==> src/rtl/counter_pulse_sched_pkg.sv <==
// ----------------------------------------------------------------------------
// counter_pulse_sched_pkg
// Shared types and defaults for the counter pulse scheduler.
//   cmd_e    : requester command encoding (NOP, INCR, CLEAR, INCR_N)
//   state_e  : scheduler FSM states (IDLE, GRANT, ISSUE, GAP)
//   CNT_W_DEF: default shadow counter width
//   LEN_W_DEF: default INCR_N burst-length field width
// ----------------------------------------------------------------------------
package counter_pulse_sched_pkg;

   localparam int CNT_W_DEF = 1;
   localparam int LEN_W_DEF = 4;

   typedef enum logic [1:0] {
      NOP    = 2'b00,
      INCR   = 2'b01,
      CLEAR  = 2'b10,
      INCR_N = 2'b11
   } cmd_e;

   typedef enum logic [1:0] {
      IDLE  = 2'b00,
      GRANT = 2'b01,
      ISSUE = 2'b10,
      GAP   = 2'b11
   } state_e;

   // A command produces at least one pulse unless it is NOP or an empty INCR_N.
   function automatic logic cmd_has_pulse(cmd_e cmd, logic len_nz);
      logic has_pulse;
      unique case (cmd)
         INCR, CLEAR: has_pulse = 1'b1;
         INCR_N:      has_pulse = len_nz;
         default:     has_pulse = 1'b0;
      endcase
      return has_pulse;
   endfunction

endpackage

==> src/rtl/counter_pulse_sched_rr_arb2.sv <==
// ----------------------------------------------------------------------------
// rr_arb2
// Two-way round-robin arbiter. The grant is combinational from the current
// requests and the priority pointer; the pointer moves only when the caller
// pulses advance, so the grant may be inspected freely outside GRANT.
//   clk     in   clock
//   rst     in   synchronous active-high reset (pointer favours req[0])
//   req     in   [1:0] request vector
//   advance in   a grant was consumed this cycle; rotate priority
//   gnt     out  [1:0] one-hot grant (or zero when no request)
// ----------------------------------------------------------------------------
module rr_arb2
   import counter_pulse_sched_pkg::*;
(
   input  logic       clk,
   input  logic       rst,
   input  logic [1:0] req,
   input  logic       advance,
   output logic [1:0] gnt
);

   // prio1_q set means requester 1 wins a tie (requester 0 was served last).
   logic prio1_q;
   logic prio1_d;

   always_comb begin
      gnt     = 2'b00;
      prio1_d = prio1_q;
      unique case (req)
         2'b01:   gnt = 2'b01;
         2'b10:   gnt = 2'b10;
         2'b11:   gnt = prio1_q ? 2'b10 : 2'b01;
         default: gnt = 2'b00;
      endcase
      if (advance) begin
         prio1_d = gnt[0];
      end
   end

   always_ff @(posedge clk) begin
      if (rst) begin
         prio1_q <= 1'b0;
      end else begin
         prio1_q <= prio1_d;
      end
   end

endmodule

==> src/rtl/counter_pulse_sched.sv <==
// ----------------------------------------------------------------------------
// counter_pulse_sched
// Arbitrates two requesters onto a single external counter. Each granted
// command is turned into enable / counter-reset pulses spaced two cycles
// apart, while a shadow copy of the expected counter value is maintained.
// Optional build macro CNT_CHECK_EN adds a sticky check of the counter's
// bit 0 against the shadow during every GAP cycle.
//
// Ports
//   GCLK_Pad            in   clock
//   rst_Pad             in   synchronous active-high reset
//   req0_Pad, req1_Pad  in   requests, held until granted
//   cmd0_Pad, cmd1_Pad  in   [1:0] command (NOP/INCR/CLEAR/INCR_N)
//   len0_Pad, len1_Pad  in   [LEN_W-1:0] INCR_N pulse count
//   gnt0_Pad, gnt1_Pad  out  one-cycle grant
//   en_Pad              out  one-cycle counter enable pulse
//   crst_Pad            out  one-cycle counter reset pulse
//   count_Pad           in   counter bit 0 (used only with CNT_CHECK_EN)
//   busy_Pad            out  FSM not in IDLE
//   shadow_Pad          out  [CNT_W-1:0] expected counter value
//   mismatch_Pad        out  sticky counter check failure
//
// FSM states
//   state | meaning
//   IDLE  | waiting for any request
//   GRANT | winner granted, its cmd/len captured
//   ISSUE | one en or crst pulse, remaining count decremented
//   GAP   | quiet cycle between pulses; counter check point
// ----------------------------------------------------------------------------
module counter_pulse_sched
   import counter_pulse_sched_pkg::*;
#(
   parameter int CNT_W = CNT_W_DEF,
   parameter int LEN_W = LEN_W_DEF
) (
   input  logic             GCLK_Pad,
   input  logic             rst_Pad,
   input  logic             req0_Pad,
   input  logic             req1_Pad,
   input  logic [1:0]       cmd0_Pad,
   input  logic [1:0]       cmd1_Pad,
   input  logic [LEN_W-1:0] len0_Pad,
   input  logic [LEN_W-1:0] len1_Pad,
   output logic             gnt0_Pad,
   output logic             gnt1_Pad,
   output logic             en_Pad,
   output logic             crst_Pad,
   input  logic             count_Pad,
   output logic             busy_Pad,
   output logic [CNT_W-1:0] shadow_Pad,
   output logic             mismatch_Pad
);

   state_e           state_q,     state_d;
   cmd_e             cmd_q,       cmd_d;
   logic [LEN_W-1:0] remaining_q, remaining_d;
   logic [CNT_W-1:0] shadow_q,    shadow_d;

   logic [1:0]       arb_gnt;
   logic             arb_adv;
   logic [1:0]       gnt_vec;
   logic             en_pulse;
   logic             crst_pulse;
   cmd_e             win_cmd;
   logic [LEN_W-1:0] win_len;

   rr_arb2 u_arb (
      .clk     (GCLK_Pad),
      .rst     (rst_Pad),
      .req     ({req1_Pad, req0_Pad}),
      .advance (arb_adv),
      .gnt     (arb_gnt)
   );

   // The pointer only rotates when a grant is actually issued; a request
   // that vanished before GRANT leaves the priority untouched.
   assign arb_adv = (state_q == GRANT) && (arb_gnt != 2'b00);

   always_comb begin
      state_d     = state_q;
      cmd_d       = cmd_q;
      remaining_d = remaining_q;
      shadow_d    = shadow_q;
      gnt_vec     = 2'b00;
      en_pulse    = 1'b0;
      crst_pulse  = 1'b0;
      win_cmd     = arb_gnt[1] ? cmd_e'(cmd1_Pad) : cmd_e'(cmd0_Pad);
      win_len     = arb_gnt[1] ? len1_Pad : len0_Pad;

      unique case (state_q)
         IDLE: begin
            if (req0_Pad || req1_Pad) begin
               state_d = GRANT;
            end
         end
         GRANT: begin
            state_d = IDLE;
            if (arb_gnt != 2'b00) begin
               gnt_vec = arb_gnt;
               cmd_d   = win_cmd;
               if (cmd_has_pulse(win_cmd, win_len != '0)) begin
                  remaining_d = (win_cmd == INCR_N) ? win_len : LEN_W'(1);
                  state_d     = ISSUE;
               end else begin
                  remaining_d = '0;
               end
            end
         end
         ISSUE: begin
            if (cmd_q == CLEAR) begin
               crst_pulse = 1'b1;
               shadow_d   = '0;
            end else begin
               en_pulse = 1'b1;
               shadow_d = shadow_q + CNT_W'(1);
            end
            remaining_d = remaining_q - LEN_W'(1);
            state_d     = GAP;
         end
         GAP: begin
            state_d = (remaining_q != '0) ? ISSUE : IDLE;
         end
         default: begin
            state_d = IDLE;
         end
      endcase
   end

   always_ff @(posedge GCLK_Pad) begin
      if (rst_Pad) begin
         state_q     <= IDLE;
         cmd_q       <= NOP;
         remaining_q <= '0;
         shadow_q    <= '0;
      end else begin
         state_q     <= state_d;
         cmd_q       <= cmd_d;
         remaining_q <= remaining_d;
         shadow_q    <= shadow_d;
      end
   end

   // Outputs are forced low while reset is asserted so an aborted burst
   // cannot leak a pulse or grant in the reset cycle itself.
   assign gnt0_Pad   = !rst_Pad && gnt_vec[0];
   assign gnt1_Pad   = !rst_Pad && gnt_vec[1];
   assign en_Pad     = !rst_Pad && en_pulse;
   assign crst_Pad   = !rst_Pad && crst_pulse;
   assign busy_Pad   = !rst_Pad && (state_q != IDLE);
   assign shadow_Pad = rst_Pad ? '0 : shadow_q;

`ifdef CNT_CHECK_EN
   logic mismatch_q, mismatch_d;
   logic cmp_fail;

   // In GAP the counter has absorbed the preceding pulse, as has the shadow.
   always_comb begin
      cmp_fail   = (state_q == GAP) && (count_Pad != shadow_q[0]);
      mismatch_d = mismatch_q | cmp_fail;
   end

   always_ff @(posedge GCLK_Pad) begin
      if (rst_Pad) begin
         mismatch_q <= 1'b0;
      end else begin
         mismatch_q <= mismatch_d;
      end
   end

   // Flag is visible already in the failing GAP cycle.
   assign mismatch_Pad = !rst_Pad && mismatch_d;
`else
   logic unused_count;
   assign unused_count = count_Pad;
   assign mismatch_Pad = 1'b0;
`endif

endmodule
==> config.mk <==
export PLATFORM = sky130hd
export DESIGN_NAME = counter_pulse_sched
export DESIGN_NICKNAME = d
export VERILOG_FILES = /design/src/rtl/counter_pulse_sched_pkg.sv /design/src/rtl/counter_pulse_sched_rr_arb2.sv /design/src/rtl/counter_pulse_sched.sv
export SDC_FILE = /design/constraint.sdc
export NUM_CORES = 1
export LEC_CHECK = 0
export BUFFER_PORTS_ARGS = -buffer_cell sky130_fd_sc_hd__buf_2
export CORE_MARGIN = 1.5
export CORE_UTILIZATION = 45
export DETAILED_ROUTE_END_ITERATION = 16
export HOLD_SLACK_MARGIN = 0.03
export PLACE_DENSITY = 0.72
export SETUP_SLACK_MARGIN = 0.2
export SKIP_CTS_REPAIR_TIMING = 1
export SYNTH_ARGS = -nofsm -noshare
export SYNTH_HDL_FRONTEND = slang
export SYNTH_HIERARCHICAL = 1
export SYNTH_SLANG_ARGS = --single-unit
==> constraint.sdc <==
create_clock -name GCLK_Pad -period 3.6 [get_ports GCLK_Pad]
set_input_delay 0.18 -clock GCLK_Pad [delete_from_list [all_inputs] [get_ports GCLK_Pad]]
set_output_delay 0.18 -clock GCLK_Pad [all_outputs]
set_load 0.01 [all_outputs]
Word-level counts from Yosys, hierarchy flattened
Cells that the tools add are included.

Bits in registers: 10. Logic and storage cells: 60. Output and inout port bits: 7.

Eq/ne operators: 12. Reductions and logical operators: 17. Muxes and demuxes: 24. Add/sub/neg operators: 2.

Operators by type and width (count): $mux W2 (8); $mux W4 (4); $eq A2 B2 Y1 const B (7); $mux W1 (8); $pmux W2 S4 (1); $pmux W4 S2 (1); $reduce_bool A4 Y1 (2); $eq A2 B1 Y1 const B (3); $logic_and A1 B1 Y1 (6); $pmux W2 S3 (1); $reduce_bool A2 Y1 (3); $reduce_and A2 Y1 (2); $sub A4 B1 Y4 const B (1); $logic_not A2 Y1 (1); $ne A2 B1 Y1 const B (1); $ne A2 B2 Y1 const B (1); $pmux W1 S2 (1); $reduce_or A2 Y1 (1); $add A1 B1 Y1 const B (1); $logic_not A1 Y1 (1); $logic_or A1 B1 Y1 (1).

Depth between registers and ports, before layout
Gate-level depths: netlist (run 1).

Depth after elaboration: 11. Gate-level depth with buffers: 10. Gate-level depth less buffers: 9.

Hierarchy
The synthesis (run 1) kept the hierarchy.

By module, submodules not included: counter_pulse_sched (area an instance 660.6 um^2, seq. area each 180.2 um^2, cells each 82, instances 1); rr_arb2 (area an instance 67.6 um^2, seq. area each 20.0 um^2, cells each 7, instances 1).

Worst setup path after synthesis (run 1)
Ideal clock, no wire load.

Kind: register to register. From: reg u_arb.prio1_q. To: reg state_q[1]. Setup time: 0.088 ns. Cell stages (with the launch flop): 10. Clock period less this slack: 1.921 ns. Path buffers: 1. Arrival: 1.833 ns. Setup slack: 1.679 ns. Cells stage by stage: dfxtp_1 -> inv_1 -> a21boi_0 -> buf_6 -> mux2i_1 -> inv_1 -> ha_1 -> o21ai_1 -> or4_1 -> a311oi_2.

Longest elaborated chain between the ends: 11. Elaborated cells on any way between the ends: 16. Those cells by class: 3 x eq/ne; 10 x mux; 3 x reduce/logical.

RTL lines: from (decl) (RTL line counter_pulse_sched_rr_arb2.sv:23) `logic prio1_q;`; from (signal assigned) (RTL line counter_pulse_sched_rr_arb2.sv:44) `prio1_q <= prio1_d;`; $mux W2 (*) (RTL line counter_pulse_sched_rr_arb2.sv:32) `2'b11: gnt = prio1_q ? 2'b10 : 2'b01;`; $pmux W2 S3 (*) (RTL line counter_pulse_sched_rr_arb2.sv:29) `unique case (req)`; net arb_gnt[1] (RTL line counter_pulse_sched.sv:59) `logic [1:0] arb_gnt;`; $mux W2 (*) (RTL line counter_pulse_sched.sv:87) `win_cmd = arb_gnt[1] ? cmd_e'(cmd1_Pad) : cmd_e'(cmd0_Pad);`; net win_cmd[0] (RTL line counter_pulse_sched.sv:64) `cmd_e win_cmd;`; $eq A2 B1 Y1 / $eq A2 B2 Y1 (equally long branches) (RTL line counter_pulse_sched_pkg.sv:31) `unique case (cmd)`; $reduce_or A2 Y1 (RTL line counter_pulse_sched_pkg.sv:31); $pmux W1 S2 (*) (RTL line counter_pulse_sched_pkg.sv:31); $mux W1 (*) (RTL line counter_pulse_sched.sv:98) `if (arb_gnt != 2'b00) begin`; $mux W1 (*) (RTL line counter_pulse_sched.sv:90) `unique case (state_q)`; $mux W2 (*) (RTL line counter_pulse_sched.sv:101) `if (cmd_has_pulse(win_cmd, win_len != '0)) begin`; $mux W2 (*) (RTL line counter_pulse_sched.sv:98); $pmux W2 S4 (*) (RTL line counter_pulse_sched.sv:90); to (signal assigned) (RTL line counter_pulse_sched.sv:136) `state_q <= state_d;`; to (decl) (RTL line counter_pulse_sched.sv:54) `state_e state_q, state_d;`.

The timed path passes the listed nets; every way through them passes the cells marked *. The select of a mux whose other input is x is not followed. A chain may end at the register's enable or synchronous reset.

Worst setup path in the final report (run 1)
Same ends and word-level chain as after synthesis.

==> results.cfg, run 1 <==
[status]
outcome = finished clean

[setup_path]
slowest_stage = or4_1
path_delay_family = simple AND/OR/NAND/NOR gates
r2r-start = u_arb/prio1_q$_SDFFE_PP0P_
regToRegEndpoint = state_q[1]$_SDFFE_PP0P_
regToRegSetupSlack_ns = 1.53
path_max_fanout = 10
critPathMostFrequentCell = inv_1
cp_cell_sequence = inv_1 -> a21boi_0 -> buf_4 -> mux2i_1 -> inv_1 -> ha_1 -> o21ai_1 -> or4_1 -> a311oi_2
arrival_ns = 2.26
start_kind = flop
crit_buf_inv = 3
cp.required_ns = 3.79
crit_path_max_incr_delay_ns = 0.49
end_kind = flop
path_class = reg -> reg
r2r_cells = 9

[power]
irDropWorstVdd_v = 0.000183
p_total_mw = 0.291
power.density_nw_per_um2 = 337
p_leak_nw = 0.371

[clock_tree]
cts-root-buf = clkbuf_4
clock_path_buffers = 2
cts-buffers-inserted = 3
clkLatencyLatePin_ns = 0.27
cts_tree = yes
path_clk_slew_ns = 0.07
clock-sinks = 10
htreeDepth = 1

[hold_path]
min_to = state_q[0]$_SDFFE_PP0P_
min_path_type = in -> reg
min_from = req0_Pad
hold_depth = 3

[timing]
period_needed_ns = 2.07
rsz0062_at_grt = false
finalHoldViolCount = 0
finalSetupViolCount = 0
clock_skew_ns = 0.000550
holdWs_ns = 0.202
setup_ws_ns = 1.53
fmaxAchievable_mhz = 482
setup_tns_ns = 0
final_max_slew_viol_count = 0
min_period_over_period_pct = 57.6

[synth]
synth_top_area_cell = dfxtp_1
synth.distinct_cells = 34
synth_fp_nets = 110
ys_top_cells_by_area = dfxtp_1 (27%), mux2i_1 (8.2%), ha_1 (6.9%), nor2_1 (5.2%), inv_1 (3.6%)
synth_warnings = 6
synth_common_cells = dfxtp_1 (10), nor2_1 (10), inv_1 (7), nand2_1 (7), mux2i_1 (6)
syn_avg_cell_area_um2 = 8.18
synthArstFlopShare_pct = 0
yosysSeqAreaShare_pct = 27.5
synth_ff_type = dfxtp_1
netlist_area_um2 = 728
ys_seq_elements = 10
synth.top_cell.area_share_pct = 27.5
syn_inst = 89
synth_edf_count = 0

[global_routing]
antenna_found_initial = 0
overflow = 0
first_global_vias = 628
grt_pass1_wl_um = 2530
grt.total_usage_pct = 18.0
grt_max_degree = 18

[flow_run]
maxCapViolCount = 0

[routing]
drc = 0
wl_um = 1450
vias = 695
ant_nets = 0
wire_per_inst_um = 11.4
drtPass1Iterations = 4
vias_per_cell = 5.47
drtIter0Drc = 5

[placement]
dpl_cell_area_um2 = 827
gp_congestion = 0.741
place_ws_ns = 1.51
port_buffers = 21
dpl.hpwl_um = 1130

[floorplan]
die_x_um = 43.2
die_area_um2 = 1870
placementRows = 14
start_util_pct = 48.3
core_area_um2 = 1510
io-pin-count = 24
die_h_um = 43.2

[cells_and_area]
drive_gt1_share_pct = 26.1
syn_to_final_growth_pct = 18.6
num_antenna_cells = 0
final_nets = 133
fin_area_um2 = 863
-- sequential cells by signal, indices dropped and copies added (netlist names) --
signal,flops
remaining_q,4
cmd_q,2
state_q,2
shadow_q,1
u_arb/prio1_q,1
-- cell usage in the layout, fill, tap and decap left out, drive strengths merged --
cell and n:
nor2 10, a21oi 4, o211ai 1, nor3 5, a311oi 2, a21boi 2
ha 4, a211oi 3, or4 3, clkbuf 4, mux2i 6, buf 22
nand3b 1, a31o 1, or4b 1, o21ai 1, dfxtp 10, nand2 7
or2 1, nor2b 3, nand2b 1, xnor2 1, nand3 1, or2b 1
nor3b 4, inv 7, o31ai 2, o32a 1, conb 1, and3 1
-- power breakdown --
part / total (mW) / internal [mW] / switching [mW]
logic: 0.0643 / 0.0297 / 0.0347
registers: 0.123 / 0.117 / 0.00546
clock network: 0.104 / 0.0615 / 0.0423
-- area by class of cell --
type | instances | area, um^2
fill | 150 | 643
multi-input combinational | 68 | 468
sequential | 10 | 200
timing repair buffer | 22 | 113
clock buffer | 4 | 36.3
inverter | 7 | 26.3
tap | 16 | 20.0
-- worst max path at each step --
stage | start | to | depth (start not counted)
floorplan | u_arb/prio1_q$_SDFFE_PP0P_ | state_q[1]$_SDFFE_PP0P_ | 9
global placement | u_arb/prio1_q$_SDFFE_PP0P_ | state_q[1]$_SDFFE_PP0P_ | 9
global route | u_arb/prio1_q$_SDFFE_PP0P_ | remaining_q[0]$_SDFFE_PP0P_ | 9
finish | u_arb/prio1_q$_SDFFE_PP0P_ | state_q[1]$_SDFFE_PP0P_ | 9
detailed placement | u_arb/prio1_q$_SDFFE_PP0P_ | state_q[1]$_SDFFE_PP0P_ | 9
CTS | u_arb/prio1_q$_SDFFE_PP0P_ | state_q[1]$_SDFFE_PP0P_ | 9
-- metrics by stage --
stage	utilization [%]	std cells
after global placement	54.9	123
after detailed placement	54.9	123
after global routing	57.3	127
after CTS	57.3	127
after floorplan	-	89
final	57.3	127
-- worst min-delay path, stage by stage --
cell and delay, ns:
buf_2 0.09, nor3_1 0.04, nor3_1 0.11
-- routing by layer --
layer | routed length [um] | share of wire, % | global-route usage, % | vias to the layer above
li1 | - | - | - | 359
met1 | 664 | 46 | 22.5 | 302
met2 | 653 | 45 | 28.7 | 29
met3 | 82 | 5.7 | 2.55 | 5
met4 | 45 | 3.1 | 10.9 | 0
met5 | 0 | 0 | 0 | -
-- cell families after synthesis --
| family | synth area share (%) |
|---|---|
| other | 0.515 |
| AOI/OAI and AO/OA | 18.0 |
| muxes | 8.25 |
| DFF | 27.5 |
| buffers and inverters | 8.25 |
| adders and majority gates | 6.87 |
| xor gates and xnor gates | 1.20 |
| and+or+nand+nor | 29.4 |
Note: power is estimated with default switching activity, not from simulation.
==> run 2: changes to the inputs <==
ABC_AREA = 1   (was default)
CORE_UTILIZATION = 43   (was 45)
clock period = 1.8 ns   (was 3.6 ns; I/O delays follow)
==> results.cfg, run 2 <==
[timing]
final_max_slew_viol_count = 0
finalSetupViolCount = 0
period_needed_ns = 1.64
holdWs_ns = 0.163
fmaxAchievable_mhz = 610
setup_ws_ns = 0.160
clock_skew_ns = 0.00204
setup_tns_ns = 0
finalHoldViolCount = 0
min_period_over_period_pct = 91.1
rsz0062_at_grt = true

[cells_and_area]
largest_register_ffs = 4
syn_to_final_growth_pct = 34.5
fin_area_um2 = 971
final_nets = 165
drive_gt1_share_pct = 37.3
final_cell_mix = nand2_1 (21), buf_2 (21), inv_1 (15), nor2_1 (11), dfxtp_1 (9)
final_cell_count_no_fill = 158
final_util_pct = 63.0
num_antenna_cells = 0
regMostFlops = remaining_q
largest_registers = remaining_q (4), cmd_q (2), state_q (2)

[placement]
dpl.hpwl_um = 1190
placed_cells = 149
dpl_cell_area_um2 = 875
place_ws_ns = 0.0645
port_buffers = 21
gp_congestion = 0.756

[setup_path]
regToRegEndpoint = remaining_q[1]$_SDFFE_PP0P_
critPathMostFrequentCell = inv_2
end_kind = flop
cp.required_ns = 1.95
start_kind = flop
r2r_cells = 12
r2r-start = u_arb/prio1_q$_SDFFE_PP0P_
regToRegSetupSlack_ns = 0.16
arrival_ns = 1.78
path_max_fanout = 4
crit_path_max_incr_delay_ns = 0.34
slowest_stage = dfxtp_2
path_class = reg -> reg
cp_cell_sequence = inv_2 -> a21boi_4 -> inv_2 -> or2_4 -> o21ai_4 -> inv_2 -> ha_4 -> inv_2 -> nor2_2 -> and2_1 -> nand4_1 -> a21oi_1

[synth]
post-synth-top-count-cell = nand2_1
synth_fp_nets = 133
ys_seq_elements = 10
synthArstFlopShare_pct = 0
syn_inst = 112
synth_ff_type = dfxtp_1
synth_top_area_cell = dfxtp_1
ys_top_cells_by_area = dfxtp_1 (28%), nand2_1 (11%), inv_1 (10%), ha_1 (6.9%), nor2_1 (6.2%)
synth.top_cell.area_share_pct = 27.7
synth_edf_count = 0
netlist_area_um2 = 722
synth_common_cells = nand2_1 (22), inv_1 (20), nor2_1 (12)
syn_avg_cell_area_um2 = 6.45
synth_warnings = 6
yosysSeqAreaShare_pct = 27.7
synth.distinct_cells = 30

[routing]
wl_um = 1540
drtIter0Drc = 9
vias_per_cell = 4.81
drtPass1Iterations = 4
wire_per_inst_um = 9.77
drc = 0
ant_nets = 0
vias = 760

[global_routing]
overflow = 0
grt_pass1_wl_um = 2460
grt_max_degree = 14
antenna_found_initial = 0
met3_usage_pct = 2.50
grt_use_met2_pct = 25.6
top_usage_layer = met2
grt.total_usage_pct = 16.9
gr-usage-met1_pct = 23.0
first_global_vias = 624

[clock_tree]
cts-root-buf = clkbuf_4
htreeDepth = 1
clock-sinks = 10
clkLatencyLatePin_ns = 0.26
clock_path_buffers = 2
cts_tree = yes
path_clk_slew_ns = 0.06
cts-buffers-inserted = 3

[floorplan]
start_util_pct = 46.8
die_area_um2 = 1930
io-pin-count = 24
die_h_um = 44.0
placementRows = 14
die_x_um = 44.0
core_area_um2 = 1540

[power]
p_leak_nw = 0.474
p_total_mw = 0.642
irDropWorstVdd_v = 0.000282
power.density_nw_per_um2 = 661

[status]
outcome = finished clean

[flow_run]
maxCapViolCount = 0

[hold_path]
min_to = remaining_q[0]$_SDFFE_PP0P_
min_from = rst_Pad
min_path_type = in -> reg
hold_depth = 2
[run 2: cell count changes in the layout (fill, tap and decap cells not counted), moves of 3 or more]
cell,previous run,this run
nor3b_1,3,0
o21ai_0,0,4
nand4_1,0,3
inv_1,7,15
mux2i_1,6,0
a21oi_1,4,7
or4_1,3,0
nand2_1,7,21
inv_2,0,7
nor2b_1,3,0
nor3_1,5,2
buf_4,1,8
[run 2: worst max-delay path, delay by kind of cell (launching register included)]
family | cells | cell delay (ns)
AOI/OAI and AO/OA | 3 | 0.32
adders and majority gates | 1 | 0.16
buffers and inverters | 4 | 0.22
DFF | 1 | 0.34
and+or+nand+nor | 4 | 0.49
[run 2: where the power goes]
group | total, mW | leakage [nW] | switching (mW) | internal (mW)
Sequential | 0.259 | 0.0824 | 0.0161 | 0.243
Clock | 0.149 | 0.0138 | 0.0722 | 0.0771
Combinational | 0.233 | 0.378 | 0.130 | 0.103
[run 2: final cells by class]
type	count	area [um^2]
multi-input cells	78	479
well taps	16	20.0
inverters	22	82.6
flip-flops and latches	10	201
repair buffers	29	165
fillers	150	571
clock buffers	3	22.5
[run 2: worst max-delay path by stage]
stage / start / to / slack (ns) / cells past startpoint
finish: u_arb/prio1_q$_SDFFE_PP0P_ / remaining_q[1]$_SDFFE_PP0P_ / 0.16 / 12
CTS: u_arb/prio1_q$_SDFFE_PP0P_ / remaining_q[1]$_SDFFE_PP0P_ / 0.05 / 12
detailed placement: u_arb/prio1_q$_SDFFE_PP0P_ / remaining_q[1]$_SDFFE_PP0P_ / 0.06 / 12
global placement: u_arb/prio1_q$_SDFFE_PP0P_ / remaining_q[1]$_SDFFE_PP0P_ / 0.1 / 12
floorplan: u_arb/prio1_q$_SDFFE_PP0P_ / remaining_q[1]$_SDFFE_PP0P_ / 0.09 / 12
global route: u_arb/prio1_q$_SDFFE_PP0P_ / remaining_q[1]$_SDFFE_PP0P_ / 0.03 / 12
[run 2: logic make-up (layout without fill, tap and decap cells)]
logic type	Yosys count	after routing	synth area share [%]
AND/OR/NAND/NOR	51	51	32.6
buffers and inverters	24	54	13.0
AO/OA/AOI/OAI	20	20	16.8
flip-flops	10	10	27.7
adder cells (fa/ha/maj)	4	4	6.93
XOR/XNOR	2	2	2.43
other	1	1	0.519
[run 2: metal layers]
metal  share of wire (%)  wire [um]
met1                  46        704
met2                  48        737
met3                 5.6         86
met4                0.97         15
met5                   0          0
